===== src/rtl/regfile_wb_pkg.sv =====
// Shared sizing defaults for the operand-stage register file and its write-back path.
package regfile_wb_pkg;
  localparam int DEF_WIDTH = 16;
  localparam int DEF_NREG  = 8;
  localparam int DEF_AW    = 3;
endpackage


===== src/rtl/regfile_wb_array.sv =====
// NREG x WIDTH register storage: async clear, one synchronous write port, two async read ports.
module regfile_wb_array
  import regfile_wb_pkg::*;
#(
  parameter int WIDTH = DEF_WIDTH,
  parameter int NREG  = DEF_NREG,
  parameter int AW    = DEF_AW
) (
  input  logic             CLK,
  input  logic             RESET,
  input  logic             i_we,
  input  logic [AW-1:0]    i_wa,
  input  logic [WIDTH-1:0] i_wd,
  input  logic [AW-1:0]    i_ra_a,
  input  logic [AW-1:0]    i_ra_b,
  output logic [WIDTH-1:0] o_rd_a,
  output logic [WIDTH-1:0] o_rd_b
);

  logic [WIDTH-1:0] r_mem [NREG];

  always_ff @(posedge CLK or posedge RESET) begin
    if (RESET) begin
      for (int i = 0; i < NREG; i++) begin
        r_mem[i] <= '0;
      end
    end else if (i_we) begin
      r_mem[i_wa] <= i_wd;
    end
  end

  assign o_rd_a = r_mem[i_ra_a];
  assign o_rd_b = r_mem[i_ra_b];

endmodule


===== src/rtl/regfile_wb.sv =====
// Operand stage: register file, one-cycle destination pipeline aligned to the
// function unit latency, and a write-back bypass onto both read ports.
module regfile_wb
  import regfile_wb_pkg::*;
#(
  parameter int WIDTH = DEF_WIDTH,
  parameter int NREG  = DEF_NREG,
  parameter int AW    = DEF_AW
) (
  input  logic             CLK,
  input  logic             RESET,
  input  logic [AW-1:0]    AA,
  input  logic [AW-1:0]    BA,
  input  logic [AW-1:0]    DA,
  input  logic             RW,
  input  logic             MB,
  input  logic             HOLD,
  input  logic [WIDTH-1:0] CONST_IN,
  input  logic [WIDTH-1:0] D_IN,
  output logic [WIDTH-1:0] A,
  output logic [WIDTH-1:0] B,
  output logic             WB_VALID,
  output logic [AW-1:0]    WB_ADDR
);

  logic             r_wb_valid;
  logic [AW-1:0]    r_wb_addr;
  logic [WIDTH-1:0] w_rd_a;
  logic [WIDTH-1:0] w_rd_b;
  logic             w_byp_a;
  logic             w_byp_b;

  // D_IN belongs to the op issued last cycle, so its destination is tracked one stage behind.
  always_ff @(posedge CLK or posedge RESET) begin
    if (RESET) begin
      r_wb_valid <= 1'b0;
      r_wb_addr  <= '0;
    end else begin
      r_wb_valid <= RW & ~HOLD;
      r_wb_addr  <= DA;
    end
  end

  regfile_wb_array #(
    .WIDTH(WIDTH),
    .NREG (NREG),
    .AW   (AW)
  ) u_array (
    .CLK   (CLK),
    .RESET (RESET),
    .i_we  (r_wb_valid),
    .i_wa  (r_wb_addr),
    .i_wd  (D_IN),
    .i_ra_a(AA),
    .i_ra_b(BA),
    .o_rd_a(w_rd_a),
    .o_rd_b(w_rd_b)
  );

  assign w_byp_a = r_wb_valid && (r_wb_addr == AA);
  assign w_byp_b = r_wb_valid && (r_wb_addr == BA);

  assign A        = w_byp_a ? D_IN : w_rd_a;
  assign B        = MB ? CONST_IN : (w_byp_b ? D_IN : w_rd_b);
  assign WB_VALID = r_wb_valid;
  assign WB_ADDR  = r_wb_addr;

endmodule

===== config.mk =====
export PLATFORM = sky130hd
export DESIGN_NAME = regfile_wb
export DESIGN_NICKNAME = d
export VERILOG_FILES = /design/src/rtl/regfile_wb_pkg.sv /design/src/rtl/regfile_wb_array.sv /design/src/rtl/regfile_wb.sv
export SDC_FILE = /design/constraint.sdc
export NUM_CORES = 1
export LEC_CHECK = 0
export CAP_MARGIN = 20
export CORE_MARGIN = 5
export CORE_UTILIZATION = 35
export DETAILED_ROUTE_END_ITERATION = 12
export GPL_TIMING_DRIVEN = 0
export PLACE_DENSITY = 0.52
export SLEW_MARGIN = 10
export SYNTH_ARGS = -nofsm -noshare
export SYNTH_HDL_FRONTEND = slang
export SYNTH_SLANG_ARGS = --single-unit

===== constraint.sdc =====
create_clock -name CLK -period 14.6 [get_ports CLK]
set_input_delay 3.65 -clock CLK [delete_from_list [all_inputs] [get_ports CLK]]
set_output_delay 3.65 -clock CLK [all_outputs]
set_load 0.01 [all_outputs]

==> Word-level counts from Yosys, hierarchy flattened <==
Index checks and enable logic that the tools add are counted.
Widths: inputs -> output; s select.
{ "op_classes": {"reduce_logical": 3, "n_lt_le_gt_ge": 4, "mux": 12, "n_eq_ne": 2, "bitwise_logic": 5} }
{ "ops": {"columns": ["op", "count"], "rows": [
  ["$bwmux 128", 1],
  ["$mux 16", 8],
  ["$bmux 16 s3", 2],
  ["$demux 16 s3", 1],
  ["$ge 4x4->1 const B", 3],
  ["$not 3->4", 3],
  ["$eq 3x3->1", 2],
  ["$lt 4x1->1 const B", 1],
  ["$logic_and 1x1->1", 3],
  ["$and 1x1->1", 1],
  ["$not 1->1", 1]
]} }
{ "totals": {"inputBits": 46, "ff_bits": 132} }

==> Depth between registers and ports, before layout <==
{ "logic_depth": {"ltp_word": 6, "mapped_depth": 6} }

==> Cells and area by module <==
From an unflattened synthesis, not the netlist that was laid out.
{ "unflattened": {"hier_cells": 522, "hier_area_um2": 8107.8} }
{ "modules_own_cells": {"columns": ["module", "area_each_um2", "n_inst", "cells_per_inst"], "rows": [
  ["regfile_wb_array", 7036.7, 1, 396],
  ["regfile_wb", 1071.0, 1, 126]
]} }

==> Least setup slack after synthesis <==
Ideal clock, no wire load.
{ "synth_timing": {"path_type": "input to output", "from": "input port AA[0]", "to": "output port A[8]", "slack_ns": 5.900, "t_arrival_ns": 5.050, "cell_stages": 5, "cell_sequence": "buf_2 -> buf_6 -> mux4_2 -> mux2_2 -> mux2_2"} }
{ "synth_between": {"elab_chain_len": 5, "word_cells_on_any_way": 7, "cone_classes": "eq/ne: 1; mux: 4; bitwise: 1; reduce/logical: 1"} }
{ "synth_lines": {"columns": ["element", "line", "text"], "rows": [
  ["start: declaration", "regfile_wb.sv:12", "input logic [AW-1:0] AA,"],
  ["$not 3->4 (implied by the code)", "regfile_wb_array.sv:32", "assign o_rd_a = r_mem[i_ra_a];"],
  ["$bmux 16 s3", "regfile_wb_array.sv:32", null],
  ["$mux 16 (implied by the code) (2 in series)", "regfile_wb_array.sv:32", null],
  ["$mux 16 (*)", "regfile_wb.sv:63", "assign A = w_byp_a ? D_IN : w_rd_a;"],
  ["end: declaration", "regfile_wb.sv:20", "output logic [WIDTH-1:0] A,"]
]} }
Every way passes the cells marked *; elsewhere a longest branch is shown, timed or not. The select of a mux whose other input is x is not followed.

==> Worst setup path in the final report <==
{ "layout_timing": {"from": "input port AA[0]", "to": "output port A[4]"} }
Same word-level chain as after synthesis.

==> impl_metrics.yaml <==
synth:
  netlist_top_cells_area: "sky130_fd_sc_hd__dfrtp_1 45%, sky130_fd_sc_hd__mux4_2 17%, sky130_fd_sc_hd__mux2_2 13%, sky130_fd_sc_hd__mux2i_1 5.4%, sky130_fd_sc_hd__o21ai_0 3.6%"
  synth-async-reset-ratio_pct: 100
  most_used_dff_post_synth: "sky130_fd_sc_hd__dfrtp_1"
  yosysTopAreaCellShare_pct: 45.3
  netlist.top_cell.by_area: "sky130_fd_sc_hd__dfrtp_1"
  post_synth_num_cell_types: 26
  synth_top_cells_by_count: "132 x sky130_fd_sc_hd__dfrtp_1, 85 x sky130_fd_sc_hd__mux2_2, 55 x sky130_fd_sc_hd__mux4_2"
  post_synth_instance_area_sq_mm: 0.00729
  postSynthRegisterBits: 132
  yosys_warnings: 0
  share_of_synthesized_area_occupied_by_flip_flops_and_latches_pct: 45.3
  synthMostInstantiatedCell: "sky130_fd_sc_hd__dfrtp_1"
  count_of_flip_flops_with_a_built_in_enable_after_synthesis: 0
  synthesized_instance_count: 540
  syn-num-nets: 586
  syn_avg_cell_area_sq_um: 13.5
critical_path:
  worstPathRequired_ns: 10.95
  worstPathMaxFanout: 10
  timing.setup.critical_path_class: "in -> out"
  arrival_ns: 6.30
  cell_type_of_the_slowest_stage_on_the_worst_timing_path: "sky130_fd_sc_hd__nand4_1"
  critPathBufInv: 4
  timing.critical_path.from_type: "input pin"
  timing.critical_path.slowest_cell_delay_ns: 0.63
  crit_path_frequent_cell: "sky130_fd_sc_hd__buf_2"
  cpLargestDelayFamily: "buffers and inverters"
  timing.critical_path.cells: "buf_2, buf_6, xnor2_1, nand4_1, buf_2, mux2i_1, clkdlybuf4s50_1"
  critical_path.endpoint_type: "output port"
timing:
  post-route-period-util_pct: 68.2
  finalSetupTns_ns: 0
  clock-skew-final_ns: 0.00478
  unrepaired_setup_endpoints_after_global_routing: "false"
  max_fclk_mhz: 100
  max_slew.worst_pin.slew_ns: 1.11
  slew-limit-headroom_pct: 24.9
  final-hold-violation-count: 0
  final_period_minus_worst_setup_slack_ns: 9.95
  timing.final.setup_violations: 0
  final-max-slew-violation-count: 0
layout:
  design.final.nets: 677
  syn2layout_area_growth_pct: 23.6
  insertedDiodeCount: 0
  drive_gt1_share_pct: 31.1
  layout.cell_area.non_filler_sq_mm: 0.00902
clocking:
  clkSinkCount: 132
  cts_repair_resize_count: 0
  worst_skew_pair.late_latency_ns: 0.42
  cts-buffers-inserted: 17
  clk_path_buf_depth: 2
  tritoncts: "built"
  clock_tree.htree_level_count: 4
  cts.hold.buffers_added: 0
  clockRootBuffer: "sky130_fd_sc_hd__clkbuf_16"
  clk_transition_reported_paths_ns: 0.06
  post_cts_setup_buffers: 0
detailed_routing:
  m1WireLength_mm: 9.79
  met2WireLength_mm: 11.1
  wl_met3_mm: 1.73
  routed-via-count: 5247
  detail-route-antenna-nets: 0
  wl_per_cell_um: 25.3
  drcViolationCount: 0
  post_drt_via_cell_ratio: 5.74
  routed_wl_mm: 23.2
  drt_iter0_markers: 424
  top_layer: "met4"
  number_of_detailed_routing_iterations_run_before_antenna_repair: 6
die:
  placeableCoreArea_sq_mm: 0.0204
  rows: 52
  die_area_sq_mm: 0.0238
  effective_utilization_at_floorplan_pct: 35.8
  fp.dieH_um: 154
  die_width_um: 154
  floorplan.io_pins: 82
global_route:
  grt-ovfl-total: 0
  grtUsageTotal_pct: 19.9
  grt_pass1_vias: 5657
  grt_antenna_before_repair: 0
  grt_pass1_wl_mm: 35.4
  grt_start_max_net_pins: 76
placement:
  gpl.final_weighted_congestion: 0.816
  dp.final_hpwl_mm: 14.9
  placement.io_buffers: 71
  placement.cell_area_sq_mm: 0.00838
power:
  vdd_ir_drop_max_mv: 0.0708
  power_per_cell_area_mw_per_mm2: 144
  cellLeakagePower_nw: 3.89
flow_run:
  maxCapViolCount: 0
min_path:
  hp-class: "reg -> reg"
status:
  outcome: "finished clean"
-- kinds of logic after synthesis --
| family | share of synthesized area (%) |
|---|---|
| buf+inv | 4.91 |
| simple gates | 4.51 |
| flops | 45.3 |
| mux | 38.7 |
| xor+xnor | 0.720 |
| compound gates | 5.88 |
-- per-layer routing --
metal	vias up	global-route usage, %
li1	2221	-
met1	2722	26.7
met2	256	32.5
met3	48	4.78
met4	0	5.51
met5	-	0
-- placed cells by master (no fill, tap or decap) --
| master | netlist | layout |
|---|---|---|
| sky130_fd_sc_hd__dfrtp_1 | 132 | 132 |
| sky130_fd_sc_hd__mux2_2 | 85 | 85 |
| sky130_fd_sc_hd__clkdlybuf4s50_1 | 0 | 71 |
| sky130_fd_sc_hd__mux4_2 | 55 | 55 |
| sky130_fd_sc_hd__nand2_1 | 53 | 53 |
| sky130_fd_sc_hd__o21ai_0 | 52 | 52 |
| sky130_fd_sc_hd__mux2i_1 | 39 | 39 |
| sky130_fd_sc_hd__inv_1 | 27 | 26 |
| sky130_fd_sc_hd__clkbuf_1 | 16 | 20 |
| sky130_fd_sc_hd__buf_2 | 18 | 18 |
| sky130_fd_sc_hd__clkbuf_16 | 0 | 17 |
| sky130_fd_sc_hd__a222oi_1 | 13 | 13 |
| sky130_fd_sc_hd__mux4_1 | 9 | 9 |
| sky130_fd_sc_hd__buf_1 | 7 | 7 |
| sky130_fd_sc_hd__xnor2_1 | 6 | 6 |
| sky130_fd_sc_hd__buf_4 | 5 | 5 |
| sky130_fd_sc_hd__bufinv_16 | 0 | 5 |
| sky130_fd_sc_hd__nand4b_1 | 3 | 3 |
| sky130_fd_sc_hd__and2_1 | 3 | 3 |
| sky130_fd_sc_hd__a221o_1 | 3 | 3 |
| sky130_fd_sc_hd__nor3b_2 | 2 | 2 |
| sky130_fd_sc_hd__nor3_2 | 2 | 2 |
| sky130_fd_sc_hd__buf_6 | 2 | 2 |
| sky130_fd_sc_hd__nand4_1 | 2 | 2 |
| sky130_fd_sc_hd__nor2b_1 | 2 | 2 |
| sky130_fd_sc_hd__clkinv_2 | 0 | 2 |
| sky130_fd_sc_hd__clkinvlp_4 | 0 | 2 |
| sky130_fd_sc_hd__clkbuf_8 | 0 | 2 |
| sky130_fd_sc_hd__nand2b_1 | 1 | 1 |
| sky130_fd_sc_hd__a41oi_1 | 1 | 1 |
| sky130_fd_sc_hd__and4_1 | 1 | 1 |
| sky130_fd_sc_hd__buf_12 | 1 | 1 |
| sky130_fd_sc_hd__inv_6 | 0 | 1 |
| sky130_fd_sc_hd__buf_16 | 0 | 1 |
-- per-stage QoR --
stage	total power, mW	std cells	setup WS (ns)	hold WS, ns	utilization (%)
finish	1.30	914	4.65	0.495	44.3
global route	1.36	914	4.58	0.529	44.3
CTS	1.30	914	4.69	0.501	44.3
detailed placement	0.831	882	4.70	0.490	41.1
global placement	0.818	881	4.71	0.480	41.0
floorplan	0.713	540	5.90	0.458	-
-- worst reg2reg max path: stages (launching register included) --
cell                       delay, ns
sky130_fd_sc_hd__dfrtp_1        0.38
sky130_fd_sc_hd__buf_2          0.18
sky130_fd_sc_hd__nand2b_1       0.22
sky130_fd_sc_hd__nor3_2         0.73
sky130_fd_sc_hd__buf_2          0.53
sky130_fd_sc_hd__mux2_2         0.40
-- registers in the layout (all words and copies together) (netlist names) --
signal	count
u_array.r_mem	128
WB_ADDR	3
WB_VALID	1
-- cell type report --
| class | instances | area, sq um |
|---|---|---|
| repair buffers | 72 | 738 |
| well taps | 270 | 338 |
| flip-flops and latches | 132 | 3300 |
| fillers | 1874 | 11300 |
| inverters | 27 | 106 |
| clock inverters | 9 | 175 |
| plain buffers | 49 | 256 |
| multi-input cells | 332 | 3630 |
| clock buffers | 23 | 468 |
-- worst paths after layout --
| kind | endpoint | slack [ns] | start | depth (start not counted) |
|---|---|---|---|---|
| worst min-delay path | u_array.r_mem[27]$_DFFE_PP0P_ | 0.49 | u_array.r_mem[27]$_DFFE_PP0P_ | 2 |
| worst min register to register | u_array.r_mem[27]$_DFFE_PP0P_ | 0.49 | u_array.r_mem[27]$_DFFE_PP0P_ | 2 |
| min in group asynchronous | WB_ADDR[0]$_DFF_PP0_ | 3.66 | RESET | 2 |
| worst max register to register | u_array.r_mem[127]$_DFFE_PP0P_ | 12.05 | WB_ADDR[2]$_DFF_PP0_ | 5 |
| max in group asynchronous | u_array.r_mem[117]$_DFFE_PP0P_ | 10.16 | RESET | 3 |
| worst max-delay path | A[4] | 4.65 | AA[0] | 7 |
-- report_power, final --
group          switching [mW]  internal, mW  leakage, nW
Combinational           0.119         0.191         1.99
Sequential             0.0646         0.451         1.59
Clock                   0.160         0.311        0.307
Total                   0.343         0.953         3.89
Note: power is estimated with default switching activity, not from simulation.
